[src/rtl/alu_mc.sv]
// alu_mc: multi-cycle unsigned integer ALU (add, sub, mult, div) with a
// start/busy/done handshake. Add, sub and mult complete in the cycle after the
// request. Divide runs a restoring divider, one quotient bit per cycle, and
// also returns the remainder.
//
// Optional build macro: ALU_MC_SAT_EN. When it is defined, add and mult
// overflow saturate to all ones and a sub borrow saturates to zero. Without
// it, results wrap. In both builds ovf_o still flags the event.
//
// Parameters:
//   WIDTH    operand/result width in bits (>= 4)
//   ERR_VAL  result on divide-by-zero, truncated to WIDTH bits
//
// Ports:
//   clk_i        system clock, rising edge
//   rst_ni       synchronous active-low reset
//   op_i         0=add, 1=sub, 2=mult, 3=div
//   start_i      request, sampled only while busy_o=0
//   operand_a_i  first operand (dividend / minuend)
//   operand_b_i  second operand (divisor / subtrahend)
//   result_o     result (quotient for div)
//   remainder_o  div remainder, 0 after add/sub/mult
//   busy_o       high while a divide is in progress
//   done_o       one-cycle pulse: result/remainder/flags valid
//   ovf_o        overflow/borrow of last completed op
//   err_o        divide-by-zero on last completed op
module alu_mc #(
  parameter int unsigned WIDTH   = 14,
  parameter int unsigned ERR_VAL = 9999
) (
  input  logic             clk_i,
  input  logic             rst_ni,
  input  logic [1:0]       op_i,
  input  logic             start_i,
  input  logic [WIDTH-1:0] operand_a_i,
  input  logic [WIDTH-1:0] operand_b_i,
  output logic [WIDTH-1:0] result_o,
  output logic [WIDTH-1:0] remainder_o,
  output logic             busy_o,
  output logic             done_o,
  output logic             ovf_o,
  output logic             err_o
);

`ifdef ALU_MC_SAT_EN
  localparam bit SatEn = 1'b1;
`else
  localparam bit SatEn = 1'b0;
`endif

  localparam int unsigned     CntW   = $clog2(WIDTH + 1);
  localparam logic [WIDTH-1:0] ErrVal = WIDTH'(ERR_VAL);

  typedef enum logic [0:0] {StIdle, StDiv} state_e;
  typedef enum logic [1:0] {OpAdd = 2'd0, OpSub = 2'd1, OpMul = 2'd2, OpDiv = 2'd3} op_e;

  state_e           state_q, state_d;
  logic [WIDTH-1:0] result_q, result_d;
  logic [WIDTH-1:0] remainder_q, remainder_d;
  logic             done_q, done_d;
  logic             ovf_q, ovf_d;
  logic             err_q, err_d;
  logic [WIDTH-1:0] dividend_q, dividend_d;
  logic [WIDTH-1:0] divisor_q, divisor_d;
  logic [WIDTH-1:0] prem_q, prem_d;
  logic [WIDTH-1:0] quot_q, quot_d;
  logic [CntW-1:0]  cnt_q, cnt_d;

  logic [WIDTH:0]     sum;
  logic [WIDTH:0]     diff;
  logic [2*WIDTH-1:0] prod;
  logic               prod_hi;
  logic [WIDTH:0]     rem_shift;
  logic [WIDTH:0]     rem_sub;
  logic               q_bit;
  logic [WIDTH-1:0]   prem_next;
  logic [WIDTH-1:0]   quot_next;

  always_comb begin
    sum     = {1'b0, operand_a_i} + {1'b0, operand_b_i};
    diff    = {1'b0, operand_a_i} - {1'b0, operand_b_i};
    prod    = {{WIDTH{1'b0}}, operand_a_i} * {{WIDTH{1'b0}}, operand_b_i};
    prod_hi = |prod[2*WIDTH-1:WIDTH];

    // Restoring step: the extra top bit of rem_sub is the borrow of the trial
    // subtraction; no borrow means the divisor fits and the quotient bit is 1.
    rem_shift = {prem_q, dividend_q[WIDTH-1]};
    rem_sub   = rem_shift - {1'b0, divisor_q};
    q_bit     = ~rem_sub[WIDTH];
    prem_next = q_bit ? rem_sub[WIDTH-1:0] : rem_shift[WIDTH-1:0];
    quot_next = {quot_q[WIDTH-2:0], q_bit};
  end

  always_comb begin
    state_d     = state_q;
    result_d    = result_q;
    remainder_d = remainder_q;
    done_d      = 1'b0;
    ovf_d       = ovf_q;
    err_d       = err_q;
    dividend_d  = dividend_q;
    divisor_d   = divisor_q;
    prem_d      = prem_q;
    quot_d      = quot_q;
    cnt_d       = cnt_q;

    unique case (state_q)
      StIdle: begin
        if (start_i) begin
          unique case (op_e'(op_i))
            OpAdd: begin
              result_d    = (SatEn && sum[WIDTH]) ? {WIDTH{1'b1}} : sum[WIDTH-1:0];
              remainder_d = '0;
              ovf_d       = sum[WIDTH];
              err_d       = 1'b0;
              done_d      = 1'b1;
            end
            OpSub: begin
              result_d    = (SatEn && diff[WIDTH]) ? {WIDTH{1'b0}} : diff[WIDTH-1:0];
              remainder_d = '0;
              ovf_d       = diff[WIDTH];
              err_d       = 1'b0;
              done_d      = 1'b1;
            end
            OpMul: begin
              result_d    = (SatEn && prod_hi) ? {WIDTH{1'b1}} : prod[WIDTH-1:0];
              remainder_d = '0;
              ovf_d       = prod_hi;
              err_d       = 1'b0;
              done_d      = 1'b1;
            end
            OpDiv: begin
              if (operand_b_i == '0) begin
                result_d    = ErrVal;
                remainder_d = '0;
                ovf_d       = 1'b0;
                err_d       = 1'b1;
                done_d      = 1'b1;
              end else begin
                state_d    = StDiv;
                dividend_d = operand_a_i;
                divisor_d  = operand_b_i;
                prem_d     = '0;
                quot_d     = '0;
                cnt_d      = CntW'(WIDTH);
              end
            end
            default: ;
          endcase
        end
      end
      StDiv: begin
        dividend_d = {dividend_q[WIDTH-2:0], 1'b0};
        prem_d     = prem_next;
        quot_d     = quot_next;
        cnt_d      = cnt_q - CntW'(1);
        // Outputs are only touched on the last iteration so partial values
        // never leak onto result_o/remainder_o.
        if (cnt_q == CntW'(1)) begin
          result_d    = quot_next;
          remainder_d = prem_next;
          ovf_d       = 1'b0;
          err_d       = 1'b0;
          done_d      = 1'b1;
          state_d     = StIdle;
        end
      end
      default: state_d = StIdle;
    endcase
  end

  always_ff @(posedge clk_i) begin
    if (!rst_ni) begin
      state_q     <= StIdle;
      result_q    <= '0;
      remainder_q <= '0;
      done_q      <= 1'b0;
      ovf_q       <= 1'b0;
      err_q       <= 1'b0;
      dividend_q  <= '0;
      divisor_q   <= '0;
      prem_q      <= '0;
      quot_q      <= '0;
      cnt_q       <= '0;
    end else begin
      state_q     <= state_d;
      result_q    <= result_d;
      remainder_q <= remainder_d;
      done_q      <= done_d;
      ovf_q       <= ovf_d;
      err_q       <= err_d;
      dividend_q  <= dividend_d;
      divisor_q   <= divisor_d;
      prem_q      <= prem_d;
      quot_q      <= quot_d;
      cnt_q       <= cnt_d;
    end
  end

  assign result_o    = result_q;
  assign remainder_o = remainder_q;
  assign busy_o      = (state_q == StDiv);
  assign done_o      = done_q;
  assign ovf_o       = ovf_q;
  assign err_o       = err_q;

endmodule
[config.mk]
export PLATFORM = sky130hd
export DESIGN_NAME = alu_mc
export DESIGN_NICKNAME = d
export VERILOG_FILES = /design/src/rtl/alu_mc.sv
export SDC_FILE = /design/constraint.sdc
export NUM_CORES = 1
export LEC_CHECK = 0
export ABC_AREA = 1
export CAP_MARGIN = 25
export CORE_MARGIN = 2
export CORE_UTILIZATION = 42
export DETAILED_ROUTE_END_ITERATION = 10
export PLACE_DENSITY = 0.69
export SETUP_SLACK_MARGIN = 0.3
export SYNTH_ARGS = -nofsm -noshare
export SYNTH_HDL_FRONTEND = slang
export SYNTH_SLANG_ARGS = --single-unit
[constraint.sdc]
create_clock -name clk_i -period 15.7 [get_ports clk_i]
set_input_delay 1.57 -clock clk_i [delete_from_list [all_inputs] [get_ports clk_i]]
set_output_delay 1.57 -clock clk_i [all_outputs]
set_load 0.005 [all_outputs]
==> out/summary.txt <==
======================================================================================================
Max-cap violations ......................................................................            0
Worst clock skew ........................................................................    0.0194 ns
Die Height ..............................................................................       181 µm
Count of buffers from port buffering ....................................................           64
Actual transition at the worst max-transition pin .......................................      1.00 ns
Number of antenna violations at the first check in global routing .......................            0
Min Tclk post-route .....................................................................      7.84 ns
Setup slack of the most critical reg-to-reg path ........................................     12.47 ns
Commonest cells after routing, fill and taps aside ...................................... nand2_1 (568), inv_1 (443), fa_1 (144)
Cell area after synthesis ...............................................................    13200 µm²
Cell accounting for the most synthesized area ...........................................         fa_1
Ratio of cells with drive above 1 in the final layout ...................................       0.0321
Quantity of hold-fixing buffers added after cts .........................................            0
Power density over the cells ............................................................   193 nW/µm²
Post-Synthesis Mean Instance Area .......................................................     6.80 µm²
Die area ................................................................................    32800 µm²
Setup repair after global routing missed its margin .....................................        false
Via count of the first global-routing pass ..............................................        12219
CTS sink count ..........................................................................           91
Cell mode on critical path ..............................................................      nand2_1
Most used DFF post-synth ................................................................      dfxtp_1
Root Buffer .............................................................................    clkbuf_16
Terminating pin of the worst hold path .................................................. quot_q[7]$_SDFFE_PN0P_
Number of standard cells after synthesis ................................................         1934
All-Layer GR Usage ......................................................................        0.252
Number of inserted diodes ...............................................................            0
Kind of end point of the critical path ..................................................     register
Top cells by area, synth ................................................................ fa_1 (22%), nand2_1 (16%), dfxtp_1 (14%)
Highest ir drop seen on vdd .............................................................     0.155 mV
Area growth, synth to finish ............................................................        9.83%
H-Tree Depth ............................................................................            3
Share of the cycle needed by the critical path after routing ............................        0.499
Max-slew violations .....................................................................            0
Final TNS setup .........................................................................         0 ns
Final HPWL from detailed placement ......................................................     31000 µm
Area fraction of the dominant cell type after synthesis .................................        0.219
Warnings, synthesis .....................................................................            0
Slowest CP cell ......................................................................... clkdlybuf4s50_1
Leakage power summed over all cells .....................................................      7.80 nW
Launch point of the worst hold path ..................................................... quot_q[7]$_SDFFE_PN0P_
Kind of path behind the tightest hold check .............................................      reg2reg
Most common cell after layout, fill and taps aside ......................................      nand2_1
Utilization of the core after routing ...................................................        0.470
Worst setup path class ..................................................................       in2reg
Data required time at the worst endpoint ................................................     15.92 ns
Routed WL ...............................................................................     39400 µm
R2R Path Start .......................................................................... busy_o$_SDFF_PN0_
Effective utilization at floorplan ......................................................        0.428
Die width ...............................................................................       181 µm
Post-layout net count ...................................................................         2271
Wire length of the first global-routing pass ............................................     65700 µm
Maximum fanout count along the critical path ............................................           16
Maximum number of pins on one net before global-route repair ............................           60
Kind of cell adding the most delay to the critical path .................................  adder cells
Core Rows ...............................................................................           64
Buf+Inv Stages, Crit Path ...............................................................            6
Worst slew margin relative to its limit .................................................        0.328
Arrival time reported for the critical path endpoint ....................................      8.07 ns
Count of TritonRoute iterations in the first routing pass ...............................            6
Number of synthesized register bits .....................................................           91
End of the worst register-to-register path .............................................. result_o[6]$_SDFFE_PN0P_
Number of I/O pins ......................................................................           65
Setup crit start kind ...................................................................    input pin
TritonCTS clock tree ....................................................................         done
Number of cells on the worst reg-to-reg path ............................................            9
Post-CTS Resized ........................................................................            0
Clock transition at the register clock pins on the worst setup and hold paths after CTS .      0.07 ns
Routability Congestion ..................................................................        0.966
Maximum buffer depth of the clock tree ..................................................            2
Count of flip-flops with a built-in enable after synthesis ..............................            0
Ys async rst share ......................................................................            0
Number of cells on the worst hold path ..................................................            2
Routed via count ........................................................................        12064
Final Hold Fails ........................................................................            0
Post-CTS Setup Inserts ..................................................................            0
Number of clock buffers inserted by TritonCTS ...........................................            9
Fmax ....................................................................................    0.128 GHz
Distinct cell type count after synthesis ................................................           43
Count of nets left with antenna violations after detail routing .........................            0
Leftover overflow at the end of global routing ..........................................            0
Final setup violation count .............................................................            0
Syn Nets ................................................................................         2247
Proportion of synthesized chip area in sequential cells .................................        0.138
Via density .............................................................................         5.11
Detailed router's first-iteration violation count .......................................          870
Remaining routing DRC violations ........................................................            0
Slowest stage delay, CP .................................................................      1.04 ns
Average wire length per cell after detail routing .......................................      16.7 µm
Worst skew pair latency .................................................................      0.35 ns
Run status .............................................................................. finished, final reports clean
Area of the core ........................................................................    30700 µm²
======================================================================================================
==> cells in the mapped netlist (2+ instances only) <==
cell         n
ha_1       136
inv_1      443
buf_4        3
nor3_1       9
nor4_1       3
o21bai_1     4
o2111ai_1    3
nand2_1    568
o211ai_2     9
clkbuf_1    46
o31ai_1      2
dfxtp_1     91
xnor2_1      9
clkinv_1     3
o21ai_0     78
o21ai_1      6
and2_1       2
a21oi_1    137
a21o_1       2
clkbuf_2     2
nand3b_1     2
o211ai_1     6
nor2_1      71
a31oi_1     19
fa_1       144
buf_1        2
inv_2        6
nand3_1     60
buf_2       13
xor2_1      19
nand4_1     16
nand3_2      2
nor2_2       4
or2_2        4
a221oi_1     2
==> final cells by class <==
cell class                      count  area, µm²
Fill cell                        3228      16300
Multi-Input combinational cell   1323       9330
Sequential cell                    91       1820
Inverter                          452       1700
Timing Repair Buffer               81        781
Tap cell                          396        495
Clock buffer                       10        239
Clock inverter                      6       77.6
==> through the flow <==
| stage | total power (W) | cell area [µm²] | hold WS (ns) | std cells | setup WS [ns] |
|---|---|---|---|---|---|
| 6_report | 0.00279 | 14400 | 0.463 | 2359 | 7.86 |
| 5_1_grt | 0.00316 | 14400 | 0.484 | 2359 | 7.42 |
| 4_1_cts | 0.00279 | 14400 | 0.465 | 2358 | 7.83 |
| 3_5_place_dp | 0.00254 | 14100 | 0.455 | 2342 | 7.49 |
| 3_3_place_gp | 0.00253 | 14100 | 0.449 | 2342 | 7.49 |
| 2_1_floorplan | 0.00192 | 13200 | 0.440 | 1934 | 9.10 |
==> report_power, final <==
group | switching, W | total, W | internal (W)
sequential | 0.0000130 | 0.000262 | 0.000249
clock | 0.000102 | 0.000234 | 0.000131
combinational | 0.00150 | 0.00229 | 0.000794
==> worst register-to-register path, cell delays in order (launching register included) <==
cell,delay [ns]
dfxtp_2,0.63
buf_4,0.42
clkinv_1,0.38
nand3_1,0.21
inv_2,0.14
nor2_2,0.49
inv_2,0.44
nand2_1,0.20
o21ai_0,0.10
a21oi_1,0.16
==> cell families (layout without fill, tap and decap cells) <==
group / after synthesis / count (layout) / share of synthesized area
AO/OA/AOI/OAI: 272 / 272 / 0.115
XOR/XNOR: 29 / 29 / 0.0199
adder cells (fa/ha/maj): 280 / 280 / 0.349
buffers and inverters: 520 / 549 / 0.152
flip-flops: 91 / 91 / 0.138
AND/OR/NAND/NOR: 742 / 742 / 0.226
==> how the worst max path moves through the flow <==
stage | startpoint | to | slack (ns) | cells after the start
after floorplan | operand_a_i[7] | ovf_o$_SDFFE_PN0P_ | 9.10 | 31
after global placement | operand_a_i[5] | ovf_o$_SDFFE_PN0P_ | 7.49 | 28
after detailed placement | operand_b_i[5] | ovf_o$_SDFFE_PN0P_ | 7.49 | 28
after CTS | operand_b_i[5] | ovf_o$_SDFFE_PN0P_ | 7.83 | 28
after global routing | operand_a_i[8] | ovf_o$_SDFFE_PN0P_ | 7.42 | 29
final | operand_a_i[5] | ovf_o$_SDFFE_PN0P_ | 7.86 | 28
==> registers in the layout, indices dropped and copies added, names as in the netlist <==
signal and flops:
busy_o 1, cnt_q 4, dividend_q 14, divisor_q 14, done_o 1, err_o 1, ovf_o 1, prem_q 14
quot_q 13, remainder_o 14, result_o 14
==> per-layer routing <==
| layer | vias to the layer above | routed length, µm | global-route usage |
|---|---|---|---|
| met5 | - | 0 | 0 |
| met4 | 0 | 953 | 0.0631 |
| met3 | 62 | 2590 | 0.0294 |
| met2 | 393 | 18400 | 0.423 |
| met1 | 5680 | 17500 | 0.345 |
| li1 | 5929 | - | - |
Note: power is estimated with default switching activity, not from simulation.
